**src/rtl/alu_nbits.sv**
```systemverilog
// Purpose: N-bit ALU with registered S/C/Z flags. It supports add, sub, and, or, xor, shl, shr and an optional multiply.
// Latency: single-cycle ops update at the accepting edge and assert done on the next cycle.
//          A multiply completes WIDTH edges after it is accepted.
// Backpressure: busy is high while a multiply runs. A start seen while busy is dropped.
//
// Parameter: WIDTH  operand/result width in bits (4..32)
// Ports:     clk, rst (async, active-high)
//            start, A, B, op  -- request; A/B/op are captured on the accepting edge
//            S, C, Z          -- registered result and flags; they hold until the next completion
//            busy, done       -- busy is high while a multiply runs; done pulses for one cycle per completion
// Option:    define ALU_NBITS_MUL_EN to build the shift-add multiplier for opcode 111.
//            Without it, opcode 111 completes in one cycle with S=0, C=0, Z=1.

module alu_nbits #(
  parameter int WIDTH = 8
) (
  input  logic             clk,
  input  logic             rst,
  input  logic             start,
  input  logic [WIDTH-1:0] A,
  input  logic [WIDTH-1:0] B,
  input  logic [2:0]       op,
  output logic [WIDTH-1:0] S,
  output logic             C,
  output logic             Z,
  output logic             busy,
  output logic             done
);

  // Single-cycle datapath, computed directly from the live inputs.
  // Sampling it at the accepting edge is what captures the operands.
  logic [WIDTH:0]   ext;
  logic [WIDTH-1:0] res_s;
  logic             res_c;

  always_comb begin
    ext   = '0;
    res_s = '0;
    res_c = 1'b0;
    case (op)
      3'b000: begin
        ext   = {1'b0, A} + {1'b0, B};
        res_s = ext[WIDTH-1:0];
        res_c = ext[WIDTH];
      end
      3'b001: begin
        // The extra MSB of the widened difference is the borrow (A < B).
        ext   = {1'b0, A} - {1'b0, B};
        res_s = ext[WIDTH-1:0];
        res_c = ext[WIDTH];
      end
      3'b010: res_s = A & B;
      3'b011: res_s = A | B;
      3'b100: res_s = A ^ B;
      3'b101: begin
        res_s = {A[WIDTH-2:0], 1'b0};
        res_c = A[WIDTH-1];
      end
      3'b110: begin
        res_s = {1'b0, A[WIDTH-1:1]};
        res_c = A[0];
      end
      default: begin
        // Opcode 111 in the single-cycle path yields zero (used when multiply is not built).
        res_s = '0;
        res_c = 1'b0;
      end
    endcase
  end

`ifdef ALU_NBITS_MUL_EN

  localparam int CW = $clog2(WIDTH + 1);

  typedef enum logic {IDLE, MUL} state_t;

  state_t             state;
  logic [CW-1:0]      cnt;
  logic [WIDTH-1:0]   mcand;
  logic [2*WIDTH-1:0] prod;
  logic [WIDTH:0]     psum;
  logic [2*WIDTH-1:0] prod_nxt;

  // Shift-add step. The upper half accumulates the multiplicand when the current multiplier bit (prod[0]) is set.
  // The whole register then shifts right, and the multiplier bits drain out of the low half.
  // After WIDTH steps prod holds A*B.
  always_comb begin
    psum     = {1'b0, prod[2*WIDTH-1:WIDTH]} + ({(WIDTH+1){prod[0]}} & {1'b0, mcand});
    prod_nxt = {psum, prod[WIDTH-1:1]};
  end

  always_ff @(posedge clk or posedge rst) begin
    if (rst) begin
      state <= IDLE;
      cnt   <= '0;
      mcand <= '0;
      prod  <= '0;
      S     <= '0;
      C     <= 1'b0;
      Z     <= 1'b0;
      busy  <= 1'b0;
      done  <= 1'b0;
    end else begin
      done <= 1'b0;
      case (state)
        IDLE: begin
          if (start) begin
            if (op == 3'b111) begin
              state <= MUL;
              busy  <= 1'b1;
              cnt   <= '0;
              mcand <= A;
              prod  <= {{WIDTH{1'b0}}, B};
            end else begin
              S    <= res_s;
              C    <= res_c;
              Z    <= (res_s == '0);
              done <= 1'b1;
            end
          end
        end
        MUL: begin
          // A start seen in this state is dropped, including on the completing edge.
          prod <= prod_nxt;
          if (cnt == CW'(WIDTH - 1)) begin
            state <= IDLE;
            busy  <= 1'b0;
            cnt   <= '0;
            S     <= prod_nxt[WIDTH-1:0];
            C     <= |prod_nxt[2*WIDTH-1:WIDTH];
            Z     <= (prod_nxt[WIDTH-1:0] == '0);
            done  <= 1'b1;
          end else begin
            cnt <= cnt + CW'(1);
          end
        end
        default: state <= IDLE;
      endcase
    end
  end

`else

  // No multi-cycle operations exist in this build.
  assign busy = 1'b0;

  always_ff @(posedge clk or posedge rst) begin
    if (rst) begin
      S    <= '0;
      C    <= 1'b0;
      Z    <= 1'b0;
      done <= 1'b0;
    end else begin
      done <= 1'b0;
      if (start) begin
        S    <= res_s;
        C    <= res_c;
        Z    <= (res_s == '0);
        done <= 1'b1;
      end
    end
  end

`endif

endmodule

```
**config.mk**
```make
export PLATFORM = sky130hd
export DESIGN_NAME = alu_nbits
export DESIGN_NICKNAME = d
export VERILOG_FILES = /design/src/rtl/alu_nbits.sv
export SDC_FILE = /design/constraint.sdc
export NUM_CORES = 1
export LEC_CHECK = 0
export BUFFER_PORTS_ARGS = -buffer_cell sky130_fd_sc_hd__clkbuf_2
export CORE_MARGIN = 8
export CORE_UTILIZATION = 33
export DETAILED_ROUTE_END_ITERATION = 16
export SYNTH_ARGS = -nofsm -noshare
export SYNTH_HDL_FRONTEND = slang
export SYNTH_SLANG_ARGS = --single-unit
```
**constraint.sdc**
```tcl
create_clock -name clk -period 1.2 [get_ports clk]
set_clock_uncertainty 0.2 [all_clocks]
set_input_delay 0.06 -clock clk [delete_from_list [all_inputs] [get_ports clk]]
set_output_delay 0.06 -clock clk [all_outputs]
set_load 0.03 [all_outputs]
```
-- After elaboration in Yosys (flattened, before gate mapping)
Index checks and enable logic that the tools add are counted.
Widths: inputs -> output; s select.
- bits in registers: 11
- output and inout bits: 12
- logic and storage cells: 20
- bits of input ports: 22
- reduce and logical (&&, ||, !) cells: 2
- bitwise logic cells: 3
- equal/unequal tests: 6
- mux-type cells: 3
- $add $sub $neg: 2
- operators by type and width (kind ; number):
    $pmux 8 s7 ; 1
    $add 8x8->9 ; 1
    $eq 3x3->1 const B ; 3
    $sub 8x8->9 ; 1
    $and 8x8->8 ; 1
    $logic_not 8->1 ; 1
    $or 8x8->8 ; 1
    $xor 8x8->8 ; 1
    $eq 3x2->1 const B ; 2
    $pmux 1 s4 ; 1
    $eq 3x1->1 const B ; 1
    $logic_not 3->1 ; 1
    $mux 1 ; 1

-- Logic depth before layout (Yosys ltp)
Gate-level depths: netlist of run 1.
- depth in word-level cells: 3
- gate-level depth with buffers: 10
- mapped depth without buffers: 10

-- Worst setup path before layout of run 1
Ideal clock, no wire load.
- kind: input port to flip-flop
- start point: input port A[0]
- end point: register Z
- arrival: 1.818 ns
- library setup time: 0.067 ns
- buffers on the path: 0
- stages: 10
- path slack: -0.885 ns
- data required time: 0.933 ns
- cells stage by stage: inv_1 > ha_1 > inv_1 > fa_1 > nor3b_2 > nor3_1 > xnor2_1 > o221ai_1 > a2111oi_1 > a41o_1
- word-level cells in the longest chain between the ends: 3
- elaborated cells between the ends (all ways): 7
- those cells by class: add/sub: 2; mux: 1; bitwise: 3; reduce/logical: 1
- ends and longest elaborated chain (element ; RTL line ; source):
    start: declaration ; 20 ; input logic [WIDTH-1:0] A,
    $sub 8x8->9, or another cell as far along ; 48 ; ext = {1'b0, A} - {1'b0, B};
    $pmux 8 s7 (*) ; 40 ; case (op)
    $logic_not 8->1 (*) ; 158 ; Z <= (res_s == '0);
    end signal: assignment ; 158 ;
    end: declaration ; 25 ; output logic Z,
Every way passes the cells marked *; elsewhere a longest branch is shown, timed or not.
A chain may end at the register's enable or synchronous reset.

-- Final worst setup path of run 1
Same ends and word-level chain as after synthesis.

==> out/metrics.yaml, run 1 <==
ir_drop_mv: 0.505
grt_pass1_wl_mm: 9.29
postLayoutCellArea_um2: 2870
status: "finished with violations"
synth_top_area_share_pct: 17.3
crit_start: "A[0]"
place.gp.congestion: 0.911
failed_checks: "setup timing"
fin_ws_ps: -769
crit_path_end: "Z"
critPathBufInv: 3
drc: 0
setup_violations: 10
seq_area_frac_synth_pct: 15.8
end_kind: "flop"
cts-buffers-inserted: 3
worstPathMaxFanout: 3
cp_top_family: "compound AO/OA/AOI/OAI gates"
rsz0062_at_grt: "true"
clockBufferDepth: 2
worstSkewPairLatency_ps: 230
crit_cells: 11
syn-num-nets: 265
die_w_um: 88.6
h-tree-depth: 1
fmax_mhz: 508
total_power_mw: 2.09
yosysTopAreaCell: "ha_1"
grt_pass1_vias: 1934
slowest_stage: "fa_2"
worst_r2r_path_depth: 2
die_h_um: 88.6
vias: 1916
sequentialPowerShare_pct: 21.5
grtUsageTotal_pct: 14.9
fin_util_pct: 56.1
slowest_delay_ps: 350
rrSetupSlack_ps: 200
synth_flop_cell: "dfrtp_1"
cp_cell_sequence: "clkbuf_16 -> ha_4 -> inv_2 -> fa_2 -> nand3b_1 -> buf_6 -> a21oi_4 -> nor4_2 -> xnor2_1 -> a221oi_2 -> a41o_1"
powerDensity_nw_per_um2: 728
cp.arrival_ps: 1940
avgRoutedWirePerCell_um: 15.5
netlist_area_um2: 1740
crit_type: "primary input to flop"
diodes: 0
hpwl_mm: 4.52
p_sw_share_pct: 39.7
grt_max_degree: 19
synthTopCellsByArea: "ha_1 (17%), dfrtp_1 (16%), inv_1 (5.8%), a21oi_1 (4.3%), mux2i_1 (3.5%)"
ant_nets: 0
fin_nets: 355
num_rows: 26
comb_power_share_pct: 61.2
fin_tns_setup_ps: -5830
p_leak_nw: 1.32
clk_pin_slew_ps: 50
root_buffer: "clkbuf_8"
fin_crit_ps: 1970
cp-start-kind: "primary input"
switchingPower_uw: 829
synth-async-reset-ratio_pct: 100
place_area_um2: 2500
avgSynthCellArea_um2: 8.02
ys.warnings.count: 0
area_growth_pct: 64.8
viasPerCell: 5.10
r2r-end: "Z"
io_pins: 34
maxSlewViolCount: 0
tritoncts: "built"
final.fill_count: 458
reg2reg_from: "Z"
initial_core_util_pct: 34.1
io_buffer_count: 32
routed_wl_mm: 5.82
first_iter_violations: 166
dr.pass1.iters: 4
antenna_found_initial: 0
die-area_um2: 7850
internal-power_mw: 1.26
yosysUniqueCellTypes: 58
clock_sinks: 11
power_frac_clock_pct: 17.3
core_area_um2: 5110
hp-class: "primary input to flop"
fin_crit_sh_pct: 164
synth_edf_count: 0
drive_gt1_share_pct: 49.3
synth_seq_cells: 11
synthesis.instances: 217
overflow: 0
worst_ep_required_time_ps: 1170
drv_cap: 0
hold_viol: 0
[layout make-up]
type	count	area (um2)	area share, %
multi-input cells	167	1620	56.3
repair buffers	97	727	25.3
flip-flops and latches	11	275	9.60
inverters	27	118	4.10
well taps	70	87.6	3.05
clock buffers	4	45.0	1.57
[worst min path at each step]
stage	to	cells past startpoint	slack (ps)	from
2_1_floorplan	C	1	-290	rst
3_3_place_gp	done	2	-160	rst
3_5_place_dp	done	2	-160	rst
4_1_cts	S[6]	3	40	start
5_1_grt	S[5]	3	70	start
6_report	S[6]	3	50	start
[layer usage]
layer	up-vias	track usage, %	routed length (um)
met5	-	0	0
met4	0	3.99	71
met3	9	1.30	287
met2	61	26.1	2900
met1	889	18.7	2560
li1	957	-	-
[cells in the final DEF, fill, tap and decap left out, drive strengths merged, types with 4 or more instances in the layout]
cell type and instances:
xnor2 4, buf 65, clkbuf 34, nand2b 4, o21ai 8, nor2 16
a211oi 4, nand2 11, mux2 4, a221oi 4, a21oi 15, dfrtp 11
ha 24, mux2i 6, nor2b 8, inv 26
[worst reg2reg max path: stages, from the launching register on]
cell and delay [ps]:
dfrtp_1 370, nor2b_1 130, a41o_1 200
[repair_timing]
item                       in CTS  in global routing
resized for setup              22                 30
setup endpoints to repair      10                 10
setup buffers                   5                  0
hold endpoints to repair       12                  0
pin swaps                      23                 17
hold buffers                    2                  0
[stage by stage]
| step | instances | setup WS (ps) | hold slack [ps] |
|---|---|---|---|
| final | 376 | -769 | 53.4 |
| after global routing | 376 | -858 | 72.0 |
| after CTS | 376 | -774 | 42.1 |
| after detailed placement | 366 | -1210 | -155 |
| after global placement | 366 | -1100 | -163 |
| after floorplan | 217 | -726 | -288 |
[flip-flops by register name, indices dropped and copies added, names as in the netlist]
name,cells
S,8
C,1
done,1
Z,1
[synth_stat cells, types with 3 or more instances]
cell type and number:
inv_1 27, ha_1 24, nor2_1 16, a21oi_1 15, dfrtp_1 11, nand2_1 11, nor2b_1 8, o21ai_0 8
buf_2 7, mux2i_1 6, mux2_2 4, nand2b_1 4, xnor2_1 4, a211oi_1 3, a221oi_1 3, buf_4 3
nand4_1 3, o21a_1 3, o22ai_1 3
[power groups by stage]
| stage | Clock [mW] | Sequential [mW] | Combinational [mW] |
|---|---|---|---|
| after global routing | 0.397 | 0.455 | 1.38 |
| after CTS | 0.368 | 0.450 | 1.16 |
| after detailed placement | 0 | 0.455 | 1.07 |
| after floorplan | 0 | 0.558 | 0.563 |
| after global placement | 0 | 0.451 | 1.07 |
| final | 0.361 | 0.449 | 1.28 |
[cells by family after synthesis]
family                   synth area share, %
AO/OA/AOI/OAI                           27.5
AND/OR/NAND/NOR                         18.4
adder cells (fa/ha/maj)                 19.6
other                                  0.215
multiplexers                            6.04
buffers and inverters                   9.99
XOR/XNOR                                2.52
flip-flops                              15.8
No activity file was read; power rests on OpenSTA's default activity.
==> run 2: changes to the inputs <==
--- a/config.mk
+++ b/config.mk
@@ -6,7 +6,7 @@
 export NUM_CORES = 1
 export LEC_CHECK = 0
 export BUFFER_PORTS_ARGS = -buffer_cell sky130_fd_sc_hd__clkbuf_2
-export CORE_MARGIN = 8
+export CORE_MARGIN = 4
 export CORE_UTILIZATION = 33
 export DETAILED_ROUTE_END_ITERATION = 16
 export SYNTH_ARGS = -nofsm -noshare
==> run 2 against run 1 <==
  * The flow still finishes with violations (setup timing)
  * Maximum frequency rose by 0.52%
  * Non-clock buffer count rose by 7
  * Total power fell by 0.81%
==> out/metrics.yaml, run 2 (synthesis gave the netlist of run 1 again) <==
status: "finished with violations"
failed_checks: "setup timing"
place_ws_ps: -1200  # +16.4 ps
area_growth_pct: 66.1
grt_pass1_vias: 1926  # -0.41%
fin_tns_setup_ps: -5690  # +139 ps
h-tree-depth: 1  # unchanged
drc: 0  # unchanged
antenna_found_initial: 0  # unchanged
fin_crit_ps: 1960  # -10.2 ps
routed_wl_mm: 5.39  # -7.4%
slowest_stage: "fa_2"
power_frac_clock_pct: 17.3  # about the same
comb_power_share_pct: 60.9  # -0.3 points
crit_type: "primary input to flop"
overflow: 0  # unchanged
place.gp.congestion: 0.921  # +1.1%
num_rows: 26  # unchanged
holdPathStages: 3  # unchanged
clock_sinks: 11  # unchanged
hold_viol: 0  # unchanged
crit_cells: 11  # unchanged
cp_top_family: "adder cells"
drv_cap: 0  # unchanged
hpwl_mm: 4.29  # -5.1%
total_power_mw: 2.07  # -0.81%
die_h_um: 80.6  # -9.0%
switchingPower_uw: 809  # -2.4%
largest_reg_flops: 8  # unchanged
p_leak_nw: 1.35  # +2.1%
drive_gt1_share_pct: 49.8  # +0.49 points
cp_cell_sequence: "clkbuf_16 -> inv_12 -> ha_4 -> inv_2 -> fa_2 -> nor3b_4 -> nor3_2 -> xnor2_1 -> o221ai_2 -> buf_4 -> mux2_4"
cp.arrival_ps: 1880  # -60 ps
clk_pin_slew_ps: 40  # about the same
io_buffer_count: 32  # unchanged
p_sw_share_pct: 39.0  # -0.64 points
final_common_cell: "buf_4"
maxSlewViolCount: 0  # unchanged
rsz0062_at_grt: "true"
tritoncts: "built"
grtUsageTotal_pct: 16.6  # +1.8 points
worstPathMaxFanout: 3  # unchanged
avgRoutedWirePerCell_um: 14.1  # -9.1%
fin_ws_ps: -759  # +10.2 ps
fin_nets: 362  # +2.0%
grt_pass1_wl_mm: 8.63  # -7.1%
die_w_um: 80.6  # -9.0%
io_pins: 34  # unchanged
slowest_delay_ps: 400  # +50 ps
layout_common_cells: "buf_4 (62), clkbuf_2 (28), inv_1 (21), nor2_1 (15), ha_1 (14)"
core_area_um2: 5110  # unchanged
root_buffer: "clkbuf_8"
vias: 1920  # +0.21%
final.fill_count: 476  # +3.9%
critPathBufInv: 4  # +1
setup_violations: 9  # -1
sequentialPowerShare_pct: 21.7  # +0.2 points
internal-power_mw: 1.26  # +0.24%
fmax_mhz: 511  # +0.52%
worst_ep_required_time_ps: 1120  # -50 ps
ir_drop_mv: 0.515  # +2.0%
dr.pass1.iters: 4  # unchanged
ant_nets: 0  # unchanged
cp-start-kind: "primary input"
viasPerCell: 5.01  # -1.6%
initial_core_util_pct: 34.1  # unchanged
fin_crit_sh_pct: 163  # -0.85 points
powerDensity_nw_per_um2: 717  # -1.6%
first_iter_violations: 125  # -25%
grt_max_degree: 24  # +5
worst_r2r_path_depth: 2  # unchanged
worstSkewPairLatency_ps: 240  # about the same
die-area_um2: 6500  # -17%
top_register: "S"
hp-class: "primary input to flop"
dp.cells: 369  # +0.82%
diodes: 0  # unchanged
cts-buffers-inserted: 3  # unchanged
clockBufferDepth: 2  # unchanged
stdcell_count: 383  # +1.9%
end_kind: "flop"
## run 2: metal layers
layer  vias to the layer above  track usage (%)  routed length, um
met2                        40             29.2               2650
met3                         8            0.561                165
met5                         -                0                  0
met1                       903             21.9               2500
li1                        969                -                  -
met4                         0             5.07                 74
## run 2: metrics by stage
stage                     hold WS (ps)  instance area (um2)  utilization (%)
final                             61.9                 2890             56.6
after floorplan                   -288                 1910                -
after global placement            -159                 2530             49.5
after global routing              85.3                 2890             56.6
after detailed placement          -156                 2530             49.5
after CTS                         59.0                 2800             54.9
## run 2: layout make-up
type | count | area [um2] | share of cell area (%)
Clock buffer | 4 | 45.0 | 1.56
Inverter | 27 | 118 | 4.07
Multi-Input combinational cell | 167 | 1590 | 55.0
Sequential cell | 11 | 275 | 9.52
Tap cell | 70 | 87.6 | 3.03
Timing Repair Buffer | 104 | 776 | 26.8
## run 2: path summary, 6_finish.rpt
kind / endpoint / start / slack [ps]
max: S[4] / A[0] / -760
min: S[5] / start / 60
max reg2reg: Z / Z / 170
min reg2reg: S[2] / S[2] / 280
max in group asynchronous: S[5] / rst / 390
min in group asynchronous: S[4] / rst / 130
## run 2: worst reg2reg max path: cells and delay by family (launching register included)
kind	cells	cell delay [ps]
flip-flops	1	380
AO/OA/AOI/OAI	1	210
AND/OR/NAND/NOR	1	140
## run 2: what timing repair did
item	4_1_cts	5_1_grt
endpoints found under the hold margin	12	0
hold buffers	2	0
endpoints found under the setup margin	10	10
pin swaps	20	19
gates cloned	1	0
resized for setup	31	17
buffers inserted	5	2
## run 2: power groups by stage
stage / Combinational, mW / Clock (mW) / Sequential (mW)
after global placement: 1.06 / 0 / 0.453
after floorplan: 0.563 / 0 / 0.558
after CTS: 1.20 / 0.367 / 0.450
final: 1.26 / 0.359 / 0.450
after global routing: 1.36 / 0.396 / 0.456
after detailed placement: 1.07 / 0 / 0.455
